<file path="config.mk">
export PLATFORM = sky130hd
export DESIGN_NAME = d_cache_ctrl_flat
export DESIGN_NICKNAME = d
export VERILOG_FILES = /design/src/rtl/d_cache_ctrl_if.sv /design/src/rtl/d_cache_ctrl.sv /design/src/flat_wrapper.sv
export SDC_FILE = /design/constraint.sdc
export NUM_CORES = 1
export LEC_CHECK = 0
export ABC_AREA = 1
export CAP_MARGIN = 20
export CORE_ASPECT_RATIO = 0.6
export CORE_MARGIN = 10
export CORE_UTILIZATION = 45
export DETAILED_ROUTE_END_ITERATION = 12
export PLACE_DENSITY = 0.61
export SYNTH_ARGS = -nofsm -noshare
export SYNTH_HDL_FRONTEND = slang
export SYNTH_SLANG_ARGS = --single-unit
</file>
<file path="constraint.sdc">
create_clock -name clk -period 5.95 [get_ports clk]
set_input_delay 0.8925 -clock clk [delete_from_list [all_inputs] [get_ports clk]]
set_output_delay 0.8925 -clock clk [all_outputs]
set_load 0.1 [all_outputs]
</file>
<file path="src/rtl/d_cache_ctrl_if.sv">
// Bus bundle for the data cache controller: the CPU load/store side and
// the word-transfer port to next-level memory.
interface d_cache_ctrl_if;
   logic        rd_req;
   logic        wr_req;
   logic [31:0] addr;
   logic [31:0] wr_data;
   logic [31:0] rd_data;
   logic        miss;
   logic        mem_rd_req;
   logic        mem_wr_req;
   logic [31:0] mem_addr;
   logic [31:0] mem_wr_data;
   logic [31:0] mem_rd_data;
   logic        mem_gnt;

   modport slave (
      input  rd_req, wr_req, addr, wr_data, mem_rd_data, mem_gnt,
      output rd_data, miss, mem_rd_req, mem_wr_req, mem_addr, mem_wr_data
   );

   modport master (
      output rd_req, wr_req, addr, wr_data, mem_rd_data, mem_gnt,
      input  rd_data, miss, mem_rd_req, mem_wr_req, mem_addr, mem_wr_data
   );
endinterface

</file>
<file path="src/rtl/d_cache_ctrl.sv">
// Direct-mapped, write-back, write-allocate data cache: 8 lines x 4 words.
// Misses stall the pipeline while a dirty victim is written back and the line refilled.
module d_cache_ctrl (
   input logic           clk,
   input logic           rst,
   d_cache_ctrl_if.slave bus
);
   typedef enum logic [1:0] {IDLE, WB, REFILL} state_t;

   state_t      state;
   state_t      next_state;
   logic [1:0]  cnt;
   logic [31:0] data [8][4];
   logic [24:0] tags [8];
   logic [7:0]  valid;
   logic [7:0]  dirty;

   logic [2:0]  idx;
   logic [1:0]  off;
   logic [24:0] tag;
   logic        req;
   logic        hit;
   logic        last_word;

   assign idx       = bus.addr[6:4];
   assign off       = bus.addr[3:2];
   assign tag       = bus.addr[31:7];
   assign req       = bus.rd_req | bus.wr_req;
   assign hit       = req & valid[idx] & (tags[idx] == tag);
   assign last_word = bus.mem_gnt & (cnt == 2'd3);

   always_ff @(posedge clk) begin
      if (rst) state <= IDLE;
      else     state <= next_state;
   end

   // The word counter only moves on a grant, so a slow memory simply holds the current beat.
   always_ff @(posedge clk) begin
      if (rst)                                     cnt <= 2'd0;
      else if (state == IDLE)                      cnt <= 2'd0;
      else if (bus.mem_gnt)                        cnt <= cnt + 2'd1;
   end

   always_ff @(posedge clk) begin
      if (rst) begin
         valid <= '0;
         dirty <= '0;
      end else if (state == IDLE && hit && bus.wr_req) begin
         dirty[idx] <= 1'b1;
      end else if (state == REFILL && last_word) begin
         valid[idx] <= 1'b1;
         dirty[idx] <= 1'b0;
      end
   end

   always_ff @(posedge clk) begin
      if (!rst) begin
         if (state == IDLE && hit && bus.wr_req)
            data[idx][off] <= bus.wr_data;
         else if (state == REFILL && bus.mem_gnt)
            data[idx][cnt] <= bus.mem_rd_data;
         if (state == REFILL && last_word)
            tags[idx] <= tag;
      end
   end

   always_comb begin
      next_state = state;
      case (state)
         IDLE:    if (req && !hit)
                     next_state = (valid[idx] && dirty[idx]) ? WB : REFILL;
         WB:      if (last_word) next_state = REFILL;
         REFILL:  if (last_word) next_state = IDLE;
         default: next_state = IDLE;
      endcase
   end

   always_comb begin
      bus.rd_data     = data[idx][off];
      bus.miss        = 1'b0;
      bus.mem_rd_req  = 1'b0;
      bus.mem_wr_req  = 1'b0;
      bus.mem_addr    = 32'd0;
      bus.mem_wr_data = 32'd0;
      case (state)
         IDLE: bus.miss = req & ~hit;
         WB: begin
            bus.miss        = 1'b1;
            bus.mem_wr_req  = 1'b1;
            bus.mem_addr    = {tags[idx], idx, cnt, 2'b00};
            bus.mem_wr_data = data[idx][cnt];
         end
         REFILL: begin
            bus.miss       = 1'b1;
            bus.mem_rd_req = 1'b1;
            bus.mem_addr   = {tag, idx, cnt, 2'b00};
         end
         default: bus.miss = 1'b0;
      endcase
   end
endmodule

</file>
<file path="src/flat_wrapper.sv">
// flat-port wrapper written by rule: the top's interface ports become plain ports
module d_cache_ctrl_flat 
  (clk, rst, bus_rd_req, bus_wr_req, bus_addr, bus_wr_data, bus_mem_rd_data, bus_mem_gnt, bus_rd_data, bus_miss, bus_mem_rd_req, bus_mem_wr_req, bus_mem_addr, bus_mem_wr_data);
  d_cache_ctrl_if bus_i ();
  input logic clk;
  input logic rst;
  input wire logic [$bits(bus_i.rd_req)-1:0] bus_rd_req;
  input wire logic [$bits(bus_i.wr_req)-1:0] bus_wr_req;
  input wire logic [$bits(bus_i.addr)-1:0] bus_addr;
  input wire logic [$bits(bus_i.wr_data)-1:0] bus_wr_data;
  input wire logic [$bits(bus_i.mem_rd_data)-1:0] bus_mem_rd_data;
  input wire logic [$bits(bus_i.mem_gnt)-1:0] bus_mem_gnt;
  output wire logic [$bits(bus_i.rd_data)-1:0] bus_rd_data;
  output wire logic [$bits(bus_i.miss)-1:0] bus_miss;
  output wire logic [$bits(bus_i.mem_rd_req)-1:0] bus_mem_rd_req;
  output wire logic [$bits(bus_i.mem_wr_req)-1:0] bus_mem_wr_req;
  output wire logic [$bits(bus_i.mem_addr)-1:0] bus_mem_addr;
  output wire logic [$bits(bus_i.mem_wr_data)-1:0] bus_mem_wr_data;
  assign bus_i.rd_req = bus_rd_req;
  assign bus_i.wr_req = bus_wr_req;
  assign bus_i.addr = bus_addr;
  assign bus_i.wr_data = bus_wr_data;
  assign bus_i.mem_rd_data = bus_mem_rd_data;
  assign bus_i.mem_gnt = bus_mem_gnt;
  assign bus_rd_data = bus_i.rd_data;
  assign bus_miss = bus_i.miss;
  assign bus_mem_rd_req = bus_i.mem_rd_req;
  assign bus_mem_wr_req = bus_i.mem_wr_req;
  assign bus_mem_addr = bus_i.mem_addr;
  assign bus_mem_wr_data = bus_i.mem_wr_data;
  d_cache_ctrl u_core (.clk(clk), .rst(rst), .bus(bus_i));
endmodule
</file>
Word level (Yosys, flattened, before mapping)
Memories as Yosys holds them, arrays and structs flattened.
Index checks and enable logic that the tools add are counted.
- $add $sub $neg: 1
- $mul: 0
- div/mod/pow operators: 0
- $lt $le $gt $ge: 6
- eq/ne operators: 7
- shifts and indexed selects: 0
- mux-type cells: 166
- bitwise logic cells: 141
- reductions and logical operators: 16
- operator list (operator ; number):
    $mux 128 ; 2
    $mux 32 ; 7
    $mux 1 ; 141
    $or 1x1->1 ; 129
    $bmux 32 s2 ; 2
    $demux 32 s2 ; 2
    $pmux 32 s2 ; 1
    $eq 25x25->1 ; 1
    $mux 8 ; 2
    $or 8x8->8 ; 2
    $logic_and 1x1->1 ; 9
    $and 8x8->8 ; 1
    $mux 2 ; 4
    $not 8->8 ; 1
    $bmux 1 s3 ; 2
    $ge 3x3->1 const B ; 2
    $lt 3x1->1 const B ; 2
    $not 2->3 ; 2
    $pmux 2 s3 ; 1
    $and 1x1->1 ; 4
    $eq 2x2->1 const B ; 2
    $lt 3x4->1 const B ; 1
    $ne 2x1->1 const B ; 2
    $reduce_or 2->1 ; 2
    other kinds (12) ; 13
- register bits after elaboration: 20
- bits in latches: 0
- bits in writable memories: 1224
- ROM bits: 0
- input bits: 101
- output and inout bits: 99
- logic and storage cells: 343
- memories kept: 2
- memories (memory ; depth ; width ; read ports ; clocked after memory_dff ; write ports ; RTL line ; RTL):
    u_core.data ; 8 ; 128 ; 1 ; 0 ; 1 ; d_cache_ctrl.sv:13 ; logic [31:0] data [8][4];
    u_core.tags ; 8 ; 25 ; 1 ; 0 ; 1 ; d_cache_ctrl.sv:14 ; logic [24:0] tags [8];

Depth between registers and ports, before layout
Gate-level depths: netlist (run 1).
- depth in word-level cells: 10
- depth in mapped cells: 20
- mapped depth without buffers: 18

Worst setup path after synthesis (run 1)
Ideal clock, no wire load.
- path kind: input -> output
- from: input port bus_addr[5]
- to: output port bus_mem_wr_data[25]
- arrival time: 4042 ps
- data required time: 5058 ps
- setup slack: 1016 ps
- cell stages on the path: 13
- buffers on the path: 4
- cells stage by stage: buf_4 inv_2 nor2_2 buf_2 nand2_1 inv_2 buf_2 buf_1 a221oi_1 nand4_1 o21ai_0 o21bai_1 a21oi_1
- word-level cells in the longest chain between the ends: 5
- RTL lines (what ; RTL line ; RTL):
    start, declared ; flat_wrapper.sv:9 ; input wire logic [$bits(bus_i.addr)-1:0] bus_addr;
    $mem_v2 8x128 ; - ;
    $bmux 32 s2 ; d_cache_ctrl.sv:91 ; bus.mem_wr_data = data[idx][cnt];
    $mux 32 (not written as such) (2 in a row) ; d_cache_ctrl.sv:91 ;
    $mux 32 ; d_cache_ctrl.sv:85 ; case (state)
    end, declared ; flat_wrapper.sv:18 ; output wire logic [$bits(bus_i.mem_wr_data)-1:0] bus_mem_wr_data;
Every way passes these cells. The select of a mux whose other input is x is not followed.

Worst setup path after layout (run 1)
- from: input port bus_addr[5]
- to: output port bus_mem_wr_data[2]
Same word-level chain as after synthesis.

==> impl_summary.md, run 1 <==
Outcome
The run finished with clean final reports.

Run
The count of max-cap constraint violations is 0.

Timing
The worst-margin pin slew is 1170 ps. The relative slew slack is 21.7%. The total count of hold-check failures in the final report is 0.

The clock arrives with 42.2 ps of skew. Setup repair after global routing left no endpoint under its margin. Setup violations remaining at the end of the flow were counted as 0. The highest clock rate is 179 MHz. The shortest clock period the worst path allows after layout is 5580 ps.

Of the available clock period, the critical path in the final layout requires 93.8%. The sum of negative setup slack is 0 ps. The max-slew violation count is 0.

Global route
The number of global-route vias before repair is 30,766. Global routing consumed, over all layers together, 25.6% of the routing resources. The initial antenna violation count is 4. The residual overflow from global routing is 0. The first global-routing pass estimated 235,000 microns of wire. Entering global routing, the biggest net connects 129 pins.

Route
The wire length per cell after detailed routing is 29.2 microns. The count of unresolved DRC violations after routing is 0. The number of iterations in the first detailed-routing pass is 6. The total wire length after detailed routing is 168,000 microns. The detail route stage leaves a number of antenna-violating nets equal to 0. The detailed router finished its first iteration with 5,503 violations.

The routed layout has 34,430 vias. The post-detailed-route via-to-cell ratio is 6.00.

Floorplan
The die is 452 microns wide. The die is 279 microns tall. Row generation in the floorplan step produced 95 rows. The region available for standard cell placement spans 0.112 sq mm. The number of top-level pins is 200.

The die area is 0.126 sq mm. The initial standard-cell utilization of the core is 45.2%.

Critical path
At the worst endpoint, the required time is 5060 ps. The source of the critical timing path is bus_addr[5]. The arrival time at the worst endpoint is 4690 ps.

The category of the most critical setup path is input port to primary output. Of all nets on the critical path, the largest fanout is 32. STA classifies the critical path endpoint as a primary output. In this run the critical register-to-register path is launched from u_core.tags[4][7]$_DFFE_PP_. STA classifies the critical path startpoint as an input port.

Clock tree
The number of buffers between clock root and the deepest sink is 3. In this run, post-CTS hold repair placed 0 buffers. The root buffer cell is clkbuf_16. The clock latency on the worst-skew pair is 740 ps. The clock tree from TritonCTS is yes.

The H-tree generated during clock tree synthesis spans 3 levels. After clock tree synthesis, the clock-pin slew on the worst setup and hold paths is 60 ps. The clock net sink count is 1,244. In this run, CTS created clock tree buffers numbering 112. The post-CTS resize count is 0. The post-CTS setup buffer count is 0.

Layout
Cells with a size suffix above 1 make up 12.6% of the layout. At the end of the flow, the number of nets in the layout was 4,252. The relative area change from synthesis to final layout is 19.0%. The count of non-filler cells in the finished layout is 5,739.

Pwr
The power per cell area is 310 mW/mm^2. Across the VDD grid, the largest voltage drop is 242 uV. The leakage power is 21.0 nW.

Placed design
The number of placed instances with taps included is 5,526. The wire-length estimate of the detail-placed layout is 111,000 microns. At the end of routability-driven placement, the weighted congestion stood at 1.00. Input and output buffers added on the ports amount to 195.

Logic synthesis
The number of different library cells used by synthesis comes to 39. Of the synthesized area, sequential elements account for 73.6%. Yosys printed 0 warnings. The synthesized instance count is 3,855. After synthesis the netlist holds a flip-flop and latch count of 1,244.

Summing every instance area after synthesis gives 0.0505 sq mm. The synthesized area per cell is 13.1 sq um.

Min path
The classification of the worst-slack hold path is register to register. The startpoint identified for the worst hold timing path is u_core.valid[7]$_SDFFE_PP0P_.
## flip-flops by register name, summed over array words and instances (netlist names), named ones only
name	flops
u_core.valid	8
u_core.tags	200
u_core.data	1024
u_core.cnt	2
u_core.state	2
## area by class of cell
type,count,area [sq um]
Sequential cell,1244,37200
Clock buffer,130,2910
Antenna cell,3,7.51
Clock inverter,74,648
Timing Repair Buffer,395,4640
Multi-Input combinational cell,2089,11700
Tap cell,1503,1880
Inverter,301,1160
Fill cell,9208,51500
## through the flow
step / hold slack (ps) / setup WS [ps] / instance area (sq um) / utilization [%] / power [mW]
finish: 451 / 366 / 60100 / 53.8 / 18.6
global route: 471 / 216 / 60100 / 53.8 / 19.1
CTS: 453 / 518 / 60000 / 53.8 / 18.6
detailed placement: 443 / 522 / 56500 / 50.6 / 11.6
global placement: 440 / 544 / 56500 / 50.6 / 11.6
floorplan: 430 / 1020 / 50500 / - / 10.8
## cells by family (layout without fill, tap and decap cells)
| logic type | after synthesis | in the layout | share of synthesized area [%] |
|---|---|---|---|
| compound gates | 837 | 837 | 11.7 |
| xor+xnor | 1 | 1 | 0.0174 |
| fa+ha+maj | 8 | 8 | 0.198 |
| buf+inv | 523 | 900 | 4.21 |
| flops | 1244 | 1244 | 73.6 |
| other cells | 1 | 5 | 0.00743 |
| simple gates | 1241 | 1241 | 10.2 |
## power breakdown
part | total (mW) | switching [mW] | internal, mW
combinational | 1.82 | 1.33 | 0.491
sequential | 9.66 | 0.0107 | 9.65
clock | 7.16 | 3.27 | 3.90
## cell usage in the layout, fill, tap and decap left out, types with 10 or more instances in the layout
master and instances:
nand2_1 846, o21bai_1 12, nor3_1 12, a22o_1 143, dfxtp_1 18, o21ai_1 56, a22oi_1 83, clkdlybuf4s50_1 103
clkbuf_16 114, or2_2 19, buf_4 174, inv_1 288, nand3_1 142, o2bb2ai_1 10, o2111ai_1 21, nor2_4 10
a21oi_1 77, clkinv_2 16, clkinv_1 36, a21oi_4 32, o211ai_1 57, o21ai_0 155, nand4_1 65, clkbuf_1 16
buf_12 112, a221oi_1 182, edfxtp_1 1224, nor2_1 127
## synth_stat cells, drive strengths merged
master / count / area [sq um]
a21oi: 109 / 546
nor2: 143 / 552
o211ai: 57 / 428
and2: 2 / 12.5
edfxtp: 1224 / 36800
nor3: 12 / 60.1
or2: 19 / 119
o21bai: 12 / 90.1
o2bb2ai: 10 / 87.6
nand3: 147 / 761
buf: 123 / 622
ha: 8 / 100
a31oi: 8 / 50.1
a22oi: 83 / 623
a221oi: 182 / 1590
nand4: 69 / 474
and3: 2 / 12.5
dfxtp: 20 / 400
clkbuf: 99 / 372
xnor2: 1 / 8.76
o2111ai: 21 / 184
inv: 298 / 1120
conb: 1 / 3.75
o21ai: 211 / 1060
a22o: 143 / 1250
nand2: 846 / 3180
o21a: 1 / 7.51
clkinv: 3 / 11.3
nand3b: 1 / 7.51
## metal layers
metal	global-route usage (%)	part of all wire (%)	vias to the layer above
li1	-	-	14880
met1	38.7	43	17157
met2	33.6	40	2121
met3	10.0	15	270
met4	7.11	3.0	2
met5	0.781	0.080	-
## worst paths after layout
kind                                  endpoint  cells after the start  slack [ps]
hold reg to reg   u_core.valid[7]$_SDFFE_PP0P_                      2         450
setup reg to reg  u_core.data[2][12]$_DFFE_PP_                     14        1940
setup / recovery            bus_mem_wr_data[2]                     13         370
hold / removal    u_core.valid[7]$_SDFFE_PP0P_                      2         450
## critical path: stages
cell,delay [ps]
clkdlybuf4s50_1,730
nand2_1,130
inv_1,460
nand2_1,250
inv_6,390
buf_12,250
a221oi_1,110
nand4_1,470
inv_1,90
nand2_1,80
nand3_1,100
a21oi_1,460
buf_12,240
Note: power is estimated with default switching activity, not from simulation.
==> inputs of run 2 (changes only) <==
--- a/config.mk
+++ b/config.mk
@@ -9,9 +9,9 @@
 export CAP_MARGIN = 20
 export CORE_ASPECT_RATIO = 0.6
 export CORE_MARGIN = 10
-export CORE_UTILIZATION = 45
+export CORE_UTILIZATION = 40
 export DETAILED_ROUTE_END_ITERATION = 12
-export PLACE_DENSITY = 0.61
+export PLACE_DENSITY = 0.55
 export SYNTH_ARGS = -nofsm -noshare
 export SYNTH_HDL_FRONTEND = slang
 export SYNTH_SLANG_ARGS = --single-unit
==> constraint.sdc (replaced) <==
create_clock -name clk -period 5.8 [get_ports clk]
set_input_delay 0.87 -clock clk [delete_from_list [all_inputs] [get_ports clk]]
set_output_delay 0.87 -clock clk [all_outputs]
set_load 0.1 [all_outputs]
==> impl_summary.md, run 2 (synthesis results as in run 1) <==
Clock tree
The number of buffers added to fix hold violations after cts is 0 (unchanged). The clock latency on the worst-skew pair was 760 ps (was 740 ps). The post-CTS resize count was 0 (unchanged). The root buffer cell is clkbuf_16 (unchanged).

The number of buffers between clock root and the deepest sink is 3 (unchanged). The clock net sink count came to 1,244 (unchanged). The clock-pin slew reported for the worst setup and hold paths after clock tree synthesis was 70 ps (was 60 ps).

The clock tree from TritonCTS is yes (unchanged). The clock buffer count from CTS was 110 (was 112). The CTS H-tree depth is 3 (unchanged).

The post-CTS setup buffer count is 0 (unchanged).

Layout
The relative area change from synthesis to final layout is 20.4% (was 19.0%). The most common cell after layout, fill and taps aside is edfxtp_1 (unchanged). The post-route cell area is 0.0608 sq mm (was 0.0601 sq mm). The register with the most flip-flops is u_core.data (unchanged). Most frequent cells in the layout: edfxtp_1, nand2_1, inv_1, buf_4, a221oi_1 (was edfxtp_1, nand2_1, inv_1, a221oi_1, buf_4).

Biggest registers after layout: u_core.data x1024, u_core.tags x200, u_core.valid x8 (unchanged). The number of fill cells in the layout was 10,868 (was 9,208). The fraction of final layout cells sized beyond drive strength 1 is 13.9% (was 12.6%). The count of non-filler cells in the finished layout was 5,973 (was 5,739). The flip-flop count of the largest register after layout is 1,024 (unchanged). The count of nets after finishing came to 4,304 (was 4,252).

Critical path
The required time reported for the critical path endpoint is 4930 ps (was 5060 ps). The worst stage delay on the critical path is 720 ps (was 730 ps). The startpoint class of the critical path was an input port (unchanged). The setup slack of the worst register-to-register path came to 1760 ps (was 1940 ps). The highest net fanout along the worst path is 34 (was 32). The kind of end point of the critical path is a primary output (unchanged). The depth of the worst register-to-register path is 14 (unchanged). The startpoint of the lowest-slack register-to-register path is u_core.tags[4][7]$_DFFE_PP_ (unchanged). The worst reg2reg path endpoint is u_core.data[2][28]$_DFFE_PP_ (was u_core.data[2][12]$_DFFE_PP_). The category of the most critical setup path was input port to primary output (unchanged). The arrival time at the worst endpoint is 4620 ps (was 4690 ps). The cell with the largest stage delay on the worst path is clkdlybuf4s50_1 (unchanged). Cells along the critical path: clkdlybuf4s50_1, nand2_1, inv_1, nand2_1, inv_6, buf_4, buf_4, a22oi_1, nand3_1, o211ai_1, a21oi_1, buf_12 (was clkdlybuf4s50_1, nand2_1, inv_1, nand2_1, inv_6, buf_12, a221oi_1, nand4_1, inv_1, nand2_1, nand3_1, a21oi_1, buf_12).

Run
The count of max-cap constraint violations is 0 (unchanged).

Floorplan
The number of core rows is 100 (was 95). The number of top-level pins was 200 (unchanged). The die outline height is 295 microns (was 279 microns). The floorplan die width is 479 microns (was 452 microns). The initial standard-cell utilization of the core is 40.5% (was 45.2%). The floorplan core area is 0.125 sq mm (was 0.112 sq mm). The die area is 0.141 sq mm (was 0.126 sq mm).

Route
The vias after detailed routing came to 34,553 (was 34,430). The number of iterations in the first detailed-routing pass is 6 (unchanged). The wire length per cell after detailed routing is 29.5 microns (was 29.2 microns). The total wire length after detailed routing was 176,000 microns (was 168,000 microns). The number of nets with antenna violations after detailed routing is 0 (unchanged). The post-detailed-route via-to-cell ratio was 5.78 (was 6.00). The total length of routed met3 wires is 21,800 microns (was 24,600 microns).

The sum of routed wire segments on met1 is 80,000 microns (was 71,600 microns). The count of unresolved DRC violations after routing is 0 (unchanged). The highest layer used for signal routing is met5 (unchanged). The routed wire length on met2 is 69,700 microns (was 66,400 microns). The violation count after the first detailed-route iteration was 4,850 (was 5,503).

Timing
The post-route fraction of the period consumed by the critical path is 94.7%. The worst setup skew after layout is 38.0 ps (was 42.2 ps). The worst hold margin was 451 ps (about the same). The relative slew slack is 25.8% (was 21.7%). The shortest clock period the worst path allows after layout is 5490 ps. The worst-margin pin slew is 1110 ps (was 1170 ps). The sum of negative setup slack is 0 ps (unchanged). The total setup violations reported at the end of the flow is 0 (unchanged). RSZ-0062 raised after global routing: no (unchanged). Derived from the worst setup path, the maximum achievable clock frequency is 182 MHz.

The total count of hold-check failures in the final report came to 0 (unchanged). The max-slew violation count is 0 (unchanged).

Min path
The worst hold path depth is 2 (unchanged). The classification of the worst-slack hold path is register to register (unchanged). The worst hold endpoint is u_core.valid[0]$_SDFFE_PP0P_ (was u_core.valid[7]$_SDFFE_PP0P_).

The start point of the worst min-delay path is u_core.valid[0]$_SDFFE_PP0P_ (was u_core.valid[7]$_SDFFE_PP0P_).

Global route
The maximum number of pins on one net before global-route repair is 129 (unchanged). The initial antenna violation count is 7 (was 4). The residual overflow from global routing is 0 (unchanged). The overall track demand over capacity in global routing came to 24.1% (was 25.6%). The number of global-route vias before repair came to 31,144 (was 30,766).

The global-route wire length before repair was 245,000 microns (was 235,000 microns).

Placed design
The number of placed instances with taps included is 5,761 (was 5,526). The global placer's final weighted congestion was 0.918 (was 1.00). The HPWL reported at the end of detailed placement is 117,000 microns (was 111,000 microns). The total placed instance area was 0.0571 sq mm (was 0.0565 sq mm). The quantity of I/O buffers inserted on ports was 195 (unchanged).

Pwr
The worst IR drop on VDD came to 265 uV (was 242 uV). The leakage power is 21.3 nW (was 21.0 nW). The power per cell area is 315 mW/mm^2 (was 310 mW/mm^2).

Outcome
Outcome: completed (unchanged).
==> run 2: power by group <==
group / internal [mW] / total [mW] / switching [mW]
Combinational: 0.517 / 1.89 / 1.37
Sequential: 9.90 / 9.92 / 0.0134
Clock: 3.94 / 7.32 / 3.38
Total: 14.4 / 19.1 / 4.76
==> run 2: final cells by class <==
cell class | count | area, sq um | area share, %
antenna | 5 | 12.5 | 0.0206
sequential | 1244 | 37200 | 61.2
clock inverter | 70 | 629 | 1.04
timing repair buffer | 449 | 5140 | 8.46
multi-input combinational | 2089 | 11700 | 19.2
inverter | 301 | 1160 | 1.92
tap | 1683 | 2110 | 3.47
clock buffer | 132 | 2880 | 4.74
==> run 2: layer usage <==
metal | vias up | global-route usage, %
met5 | - | 0
met4 | 2 | 6.42
li1 | 14981 | -
met1 | 17357 | 37.7
met3 | 234 | 7.31
met2 | 1979 | 31.9
==> run 2: worst max path at each step <==
stage | endpoint | depth (start not counted) | slack (ps) | start
floorplan | bus_mem_wr_data[25] | 13 | 910 | bus_addr[5]
global placement | bus_mem_wr_data[19] | 14 | 460 | bus_addr[6]
detailed placement | bus_mem_wr_data[12] | 12 | 450 | bus_addr[5]
CTS | bus_mem_wr_data[0] | 14 | 440 | bus_addr[5]
global route | bus_mem_wr_data[12] | 12 | 200 | bus_addr[5]
finish | bus_mem_wr_data[12] | 12 | 310 | bus_addr[5]
==> run 2: critical path, delay by kind of cell <==
kind                   cells  cell delay, ps
AO/OA/AOI/OAI              3             750
AND/OR/NAND/NOR            3             590
buffers and inverters      6            2360
==> run 2: metrics by stage <==
step                      setup WS (ps)  util (%)  power, mW
after floorplan                     911         -       11.1
after global placement              464      45.9       11.9
after detailed placement            448      45.9       12.0
after CTS                           439      48.7       19.1
after global routing                202      48.8       19.6
final                               306      48.8       19.1
